File: config.mk
export PLATFORM = sky130hd
export DESIGN_NAME = div7_arbiter
export DESIGN_NICKNAME = d
export VERILOG_FILES = /design/src/rtl/div7_arbiter.sv
export SDC_FILE = /design/constraint.sdc
export NUM_CORES = 1
export LEC_CHECK = 0
export ABC_AREA = 1
export BUFFER_PORTS_ARGS = -buffer_cell sky130_fd_sc_hd__buf_2
export CORE_MARGIN = 2
export CORE_UTILIZATION = 45
export DETAILED_ROUTE_END_ITERATION = 10
export GPL_ROUTABILITY_DRIVEN = 0
export GPL_TIMING_DRIVEN = 0
export PLACE_DENSITY_LB_ADDON = 0.1
export SYNTH_ARGS = -nofsm -noshare
export SYNTH_HDL_FRONTEND = slang
export SYNTH_SLANG_ARGS = --single-unit
File: constraint.sdc
create_clock -name clk -period 1.8 [get_ports clk]
set_input_delay 0.27 -clock clk [delete_from_list [all_inputs] [get_ports clk]]
set_output_delay 0.27 -clock clk [all_outputs]
set_load 0.01 [all_outputs]
File: src/rtl/div7_arbiter.sv
// div7_arbiter: round-robin front end that lets N requesters share one
// divide-by-7 unit. One request is in flight at a time.
//
// Handshake sequence for each request:
//   1. IDLE grants a requester and latches its dividend.
//   2. ISSUE starts the divider.
//   3. WAIT collects the divider result, or times out.
//   4. RESP returns a one-cycle response to the granted requester.
//
// All outputs come from registers or from a decode of the state, so no
// input reaches an output combinationally.
module div7_arbiter #(
  parameter int N       = 4,
  parameter int TIMEOUT = 300
) (
  input  logic              clk,
  input  logic              rst,
  input  logic [N-1:0]      req_valid,
  input  logic [16*N-1:0]   req_data,
  output logic [N-1:0]      req_ready,
  output logic [N-1:0]      rsp_valid,
  output logic [13:0]       rsp_q,
  output logic [3:0]        rsp_rem,
  output logic              rsp_err,
  output logic              active,
  output logic [7:0]        err_cnt,
  output logic              div_start,
  output logic [15:0]       div_data,
  input  logic              div_valid,
  input  logic              div_busy,
  input  logic [13:0]       div_q,
  input  logic [3:0]        div_rem
);

  localparam int IW = (N > 1) ? $clog2(N) : 1;
  localparam int WW = $clog2(TIMEOUT + 1);

  localparam logic [1:0] S_IDLE  = 2'd0;
  localparam logic [1:0] S_ISSUE = 2'd1;
  localparam logic [1:0] S_WAIT  = 2'd2;
  localparam logic [1:0] S_RESP  = 2'd3;

  logic [1:0]    state;
  logic [IW-1:0] ptr;
  logic [IW-1:0] gnt;
  logic [WW-1:0] wd;
  logic          grant_found;
  logic [IW-1:0] grant_idx;

  // First set request bit at or above p, wrapping modulo N. Returns
  // {found, index}. The loop runs downward, so the lowest offset from p is
  // assigned last and wins.
  function automatic logic [IW:0] pick(input logic [N-1:0] v,
                                       input logic [IW-1:0] p);
    logic [IW:0] r;
    int          t;
    r = '0;
    for (int k = N - 1; k >= 0; k--) begin
      t = int'(p) + k;
      if (t >= N) t = t - N;
      if (v[IW'(t)]) r = {1'b1, IW'(t)};
    end
    return r;
  endfunction

  // Build a one-hot vector with bit i set.
  function automatic logic [N-1:0] onehot(input logic [IW-1:0] i);
    logic [N-1:0] r;
    r = '0;
    r[i] = 1'b1;
    return r;
  endfunction

  // Round-robin search over the live request vector.
  always_comb begin
    {grant_found, grant_idx} = pick(req_valid, ptr);
  end

  // Pure decode of the state register.
  assign active = (state != S_IDLE);

  // Sequencer:
  //   - grant in IDLE, start in ISSUE, collect or time out in WAIT;
  //   - every pulse output defaults low and is raised for a single cycle.
  always_ff @(posedge clk or posedge rst) begin
    if (rst) begin
      state     <= S_IDLE;
      ptr       <= '0;
      gnt       <= '0;
      wd        <= '0;
      req_ready <= '0;
      rsp_valid <= '0;
      rsp_q     <= '0;
      rsp_rem   <= '0;
      rsp_err   <= 1'b0;
      err_cnt   <= '0;
      div_start <= 1'b0;
      div_data  <= '0;
    end else begin
      req_ready <= '0;
      rsp_valid <= '0;
      div_start <= 1'b0;
      case (state)
        S_IDLE: begin
          // A late div_valid or a still-busy divider blocks new grants.
          if (grant_found && !div_busy && !div_valid) begin
            state     <= S_ISSUE;
            req_ready <= onehot(grant_idx);
            div_data  <= req_data[{grant_idx, 4'b0000} +: 16];
            gnt       <= grant_idx;
            if (int'(grant_idx) == N - 1) ptr <= '0;
            else                          ptr <= grant_idx + IW'(1);
          end
        end
        S_ISSUE: begin
          div_start <= 1'b1;
          wd        <= '0;
          state     <= S_WAIT;
        end
        S_WAIT: begin
          // A real result takes priority over a timeout in the same cycle.
          if (div_valid) begin
            rsp_q     <= div_q;
            rsp_rem   <= div_rem;
            rsp_err   <= 1'b0;
            rsp_valid <= onehot(gnt);
            state     <= S_RESP;
          end else if (wd == WW'(TIMEOUT)) begin
            rsp_q     <= '0;
            rsp_rem   <= '0;
            rsp_err   <= 1'b1;
            rsp_valid <= onehot(gnt);
            if (err_cnt != 8'hFF) err_cnt <= err_cnt + 8'd1;
            state     <= S_RESP;
          end else begin
            wd <= wd + WW'(1);
          end
        end
        S_RESP: begin
          state <= S_IDLE;
        end
        default: begin
          state <= S_IDLE;
        end
      endcase
    end
  end

endmodule

==> impl_results.rst <==
.. list-table::
   :header-rows: 1

   * - Metric
     - Value
   * - YS warnings
     - 0
   * - Clk_skew
     - 11.20 ps
   * - Count of nets after finishing
     - 787
   * - Iteration-0 DRC Markers
     - 113
   * - Port Buf Inserts
     - 142
   * - Top routing layer in use
     - met4
   * - Cell-internal power
     - 4.974 mW
   * - Maximum number of pins on one net before global-route repair
     - 42
   * - Total grt overflow
     - 0
   * - Average via count per standard cell
     - 4.763
   * - Highest clock rate
     - 0.5170 GHz
   * - DR pass1 iterations
     - 4
   * - Ratio of total power to cell area
     - 1669 nW/µm²
   * - Switching component of the power
     - 4.012 mW
   * - Post-Synthesis Cell Area
     - 3769 µm²
   * - Count of boundary I/O pins
     - 143
   * - Clock transition time at the flip-flop clock pins of the worst setup and hold paths
     - 80 ps
   * - Average wire per standard cell
     - 12.45 µm
   * - Critical Path Sink Type
     - register
   * - Worst hold slack
     - -1.859 ps
   * - Clk Tree Root Cell
     - sky130_fd_sc_hd__clkbuf_8
   * - Static leakage power
     - 3.112 nW
   * - First-pass GRT wire length
     - 15580 µm
   * - Total of hold buffers inserted after clock tree synthesis
     - 0
   * - Slowest cell on crit path
     - sky130_fd_sc_hd__dfrtp_1
   * - Detailed Route WL
     - 9957 µm
   * - Clock Sink Count
     - 67
   * - Inserted Diodes
     - 0
   * - Slew of the pin with the lowest slew margin
     - 642.6 ps
   * - Metal-1 WL
     - 4269 µm
   * - Area enclosed by the die boundary
     - 9123 µm²
   * - Height of the die
     - 95.52 µm
   * - Data required time at the worst endpoint
     - 2030 ps
   * - Post-Syn Nets
     - 609
   * - Run status
     - finished with violations
   * - Worst-case vdd ir drop
     - 0.0008518 V
   * - Startpoint Class
     - register
   * - DRC violations left
     - 0
   * - Remaining max-slew budget at the tightest pin
     - 57.07%
   * - Met3 layer wire length in the routed design
     - 665 µm
   * - Power share of the combinational group
     - 61.0%
   * - Leading cell type in the layout, fill and taps excluded
     - sky130_fd_sc_hd__buf_2
   * - Placement Rows
     - 33
   * - Failing checks
     - hold timing, setup timing
   * - Worst setup startpoint
     - ptr[0]
   * - Count of final max-slew check failures
     - 0
   * - Sequential element share of the synthesized area
     - 44.49%
   * - Post-DP Area
     - 4647 µm²
   * - Count of different cell masters after synthesis
     - 33
   * - Total power consumption of the routed design
     - 8.986 mW
   * - Share of cells above drive strength 1
     - 37.99%
   * - Sw frac
     - 44.65%
   * - Cell count after synthesis
     - 512
   * - Number of global-route vias before repair
     - 3470
   * - Average size of a mapped cell
     - 7.361 µm²
   * - FF-to-FF Start
     - ptr[0]
   * - Ordered cell list for the critical path
     - buf_6, nand2_1, nand3_4, nand2_4, inv_1, nor2_2, nor2_2, nand2_4, nand2_4, buf_6, buf_12, or2_1, nand3_1, nand3_1
   * - Layout overhead on the synthesized area
     - 42.86%
   * - Final Setup Violations
     - 22
   * - Final period util
     - 107.5%
   * - Total vias in the final route
     - 3810
   * - Total number of H-tree levels
     - 3
   * - Core region area
     - 8175 µm²
   * - Max-cap violations
     - 0
   * - Final count of hold timing violations
     - 1
   * - Path type of the worst setup path
     - register to register
   * - GRT Resource Usage Total
     - 21.99%
   * - Seq cells post-synth
     - 67
   * - Clock tree from TritonCTS
     - yes
   * - Post-route ant nets
     - 0
   * - Worst Path Arrival
     - 2160 ps
   * - Proportion of power drawn by the clock network
     - 13.4%
   * - Area of all placed cells without fillers
     - 5384 µm²
   * - Post-DP HPWL
     - 6749 µm
   * - Type of the tightest min-delay check
     - input port to asynchronous set/reset pin
   * - Metal2 WL
     - 4864 µm
   * - Critical-path maximum fanout
     - 7
   * - Unrepaired setup endpoints after global routing
     - true
   * - Fin crit period
     - 1934 ps
   * - Horizontal die dimension
     - 95.52 µm
   * - Cts bufs inserted
     - 9
   * - Insertion delay to the later sink of the worst-skew pair
     - 350 ps
   * - Maximum clock insertion buffer count
     - 2
   * - Sequential cell fraction of total power
     - 25.6%
   * - Max stage delay on crit path
     - 390 ps
   * - Crit path setup slack, layout
     - -134.1 ps
   * - Initial Util
     - 46.10%
   * - Antenna violations before repair
     - 0
   * - Top library cells by usage in the layout, fill and taps aside
     - 144 x sky130_fd_sc_hd__buf_2, 136 x sky130_fd_sc_hd__nand2_1, 80 x sky130_fd_sc_hd__nand3_1
   * - Cell repeated most along the worst path
     - sky130_fd_sc_hd__nand2_4
-- final timing paths --
path                       cells past startpoint           end  slack, ps
setup / recovery                              14  div_data[13]       -130
hold / removal                                 2    err_cnt[3]         -2
setup reg to reg                              14  div_data[13]       -130
hold reg to reg                                2      rsp_q[4]        470
max in group asynchronous                      3   div_data[9]       1200
min in group clk                               3    rsp_rem[3]        150
-- power groups by stage --
stage | clock network (mW) | logic [mW] | registers, mW
final | 1.20 | 5.48 | 2.30
after global routing | 1.31 | 6.09 | 2.36
after CTS | 1.21 | 4.95 | 2.27
after floorplan | 0 | 2.87 | 2.46
after detailed placement | 0 | 4.30 | 2.29
after global placement | 0 | 4.22 | 2.28
-- Yosys cell counts, drive strengths merged --
library cell / instances / share of area [%]
o21a: 2 / 0.40
dfrtp: 67 / 44
nand4: 5 / 0.83
or2: 14 / 2.3
a21oi: 1 / 0.13
buf: 13 / 2.7
xor2: 7 / 1.6
nor3: 5 / 0.66
nand2: 162 / 17
a21boi: 1 / 0.20
nand3: 89 / 12
ha: 7 / 2.3
mux2: 1 / 0.30
and3: 1 / 0.17
o21ai: 10 / 1.3
xnor2: 1 / 0.23
nor2: 25 / 3.0
a22oi: 1 / 0.20
inv: 90 / 9.0
nor3b: 2 / 0.40
clkbuf: 6 / 0.60
o22ai: 2 / 0.33
-- layout make-up --
class                           instances  area [µm²]
Fill cell                             736        2791
Multi-Input combinational cell        336        1917
Sequential cell                        67        1678
Timing Repair Buffer                  167       957.2
Inverter                               90       359.1
Buffer                                 19       153.9
Clock buffer                           11       151.4
Tap cell                              105       131.4
Clock inverter                          5       36.28
-- metrics by stage --
| step | utilization, % | TNS, ps | setup slack [ps] | hold WS (ps) | std cells |
|---|---|---|---|---|---|
| after floorplan | - | -38.98 | -38.98 | 417.8 | 512 |
| after global placement | 56.60 | -3258 | -221.8 | 448.3 | 759 |
| after detailed placement | 56.84 | -4137 | -247.0 | 390.7 | 760 |
| after CTS | 62.21 | -1189 | -104.7 | 5.889 | 792 |
| after global routing | 65.86 | -4391 | -238.5 | 35.17 | 800 |
| final | 65.86 | -1638 | -134.1 | -1.859 | 800 |
-- kinds of logic (layout without fill, tap and decap cells) --
family / Yosys count / in the layout / share of synthesized area, %
adder cells (fa/ha/maj): 7 / 7 / 2.324
AO/OA/AOI/OAI: 17 / 17 / 2.589
multiplexers: 1 / 1 / 0.2988
buffers and inverters: 109 / 292 / 12.35
AND/OR/NAND/NOR: 303 / 303 / 36.09
XOR/XNOR: 8 / 8 / 1.859
flip-flops: 67 / 67 / 44.49
-- sequential cells by signal, summed over array words and instances, names as in the netlist --
register,count
rsp_q,14
req_ready,4
wd,9
rsp_rem,4
err_cnt,8
state,2
rsp_err,1
div_start,1
rsp_valid,4
div_data,16
gnt,2
ptr,2
-- metal layers --
layer  GRT usage (%)  vias to the layer above
li1                -                     1932
met1           27.58                     1733
met2           37.44                      130
met3           4.348                       15
met4           8.333                        0
met5               0                        -
-- timing repair --
action	4_1_cts	5_1_grt
cloned	2	0
buffers inserted	14	8
endpoints found under the setup margin	51	53
gates resized for setup	34	62
endpoints found under the hold margin	0	0
pin swaps	14	31
-- worst max-delay path, delay by kind of cell (launching register included) --
| kind | cells | cell delay [ps] |
|---|---|---|
| buffers and inverters | 4 | 450 |
| flip-flops | 1 | 390 |
| AND/OR/NAND/NOR | 10 | 990 |
No activity file was read; power rests on OpenSTA's default activity.
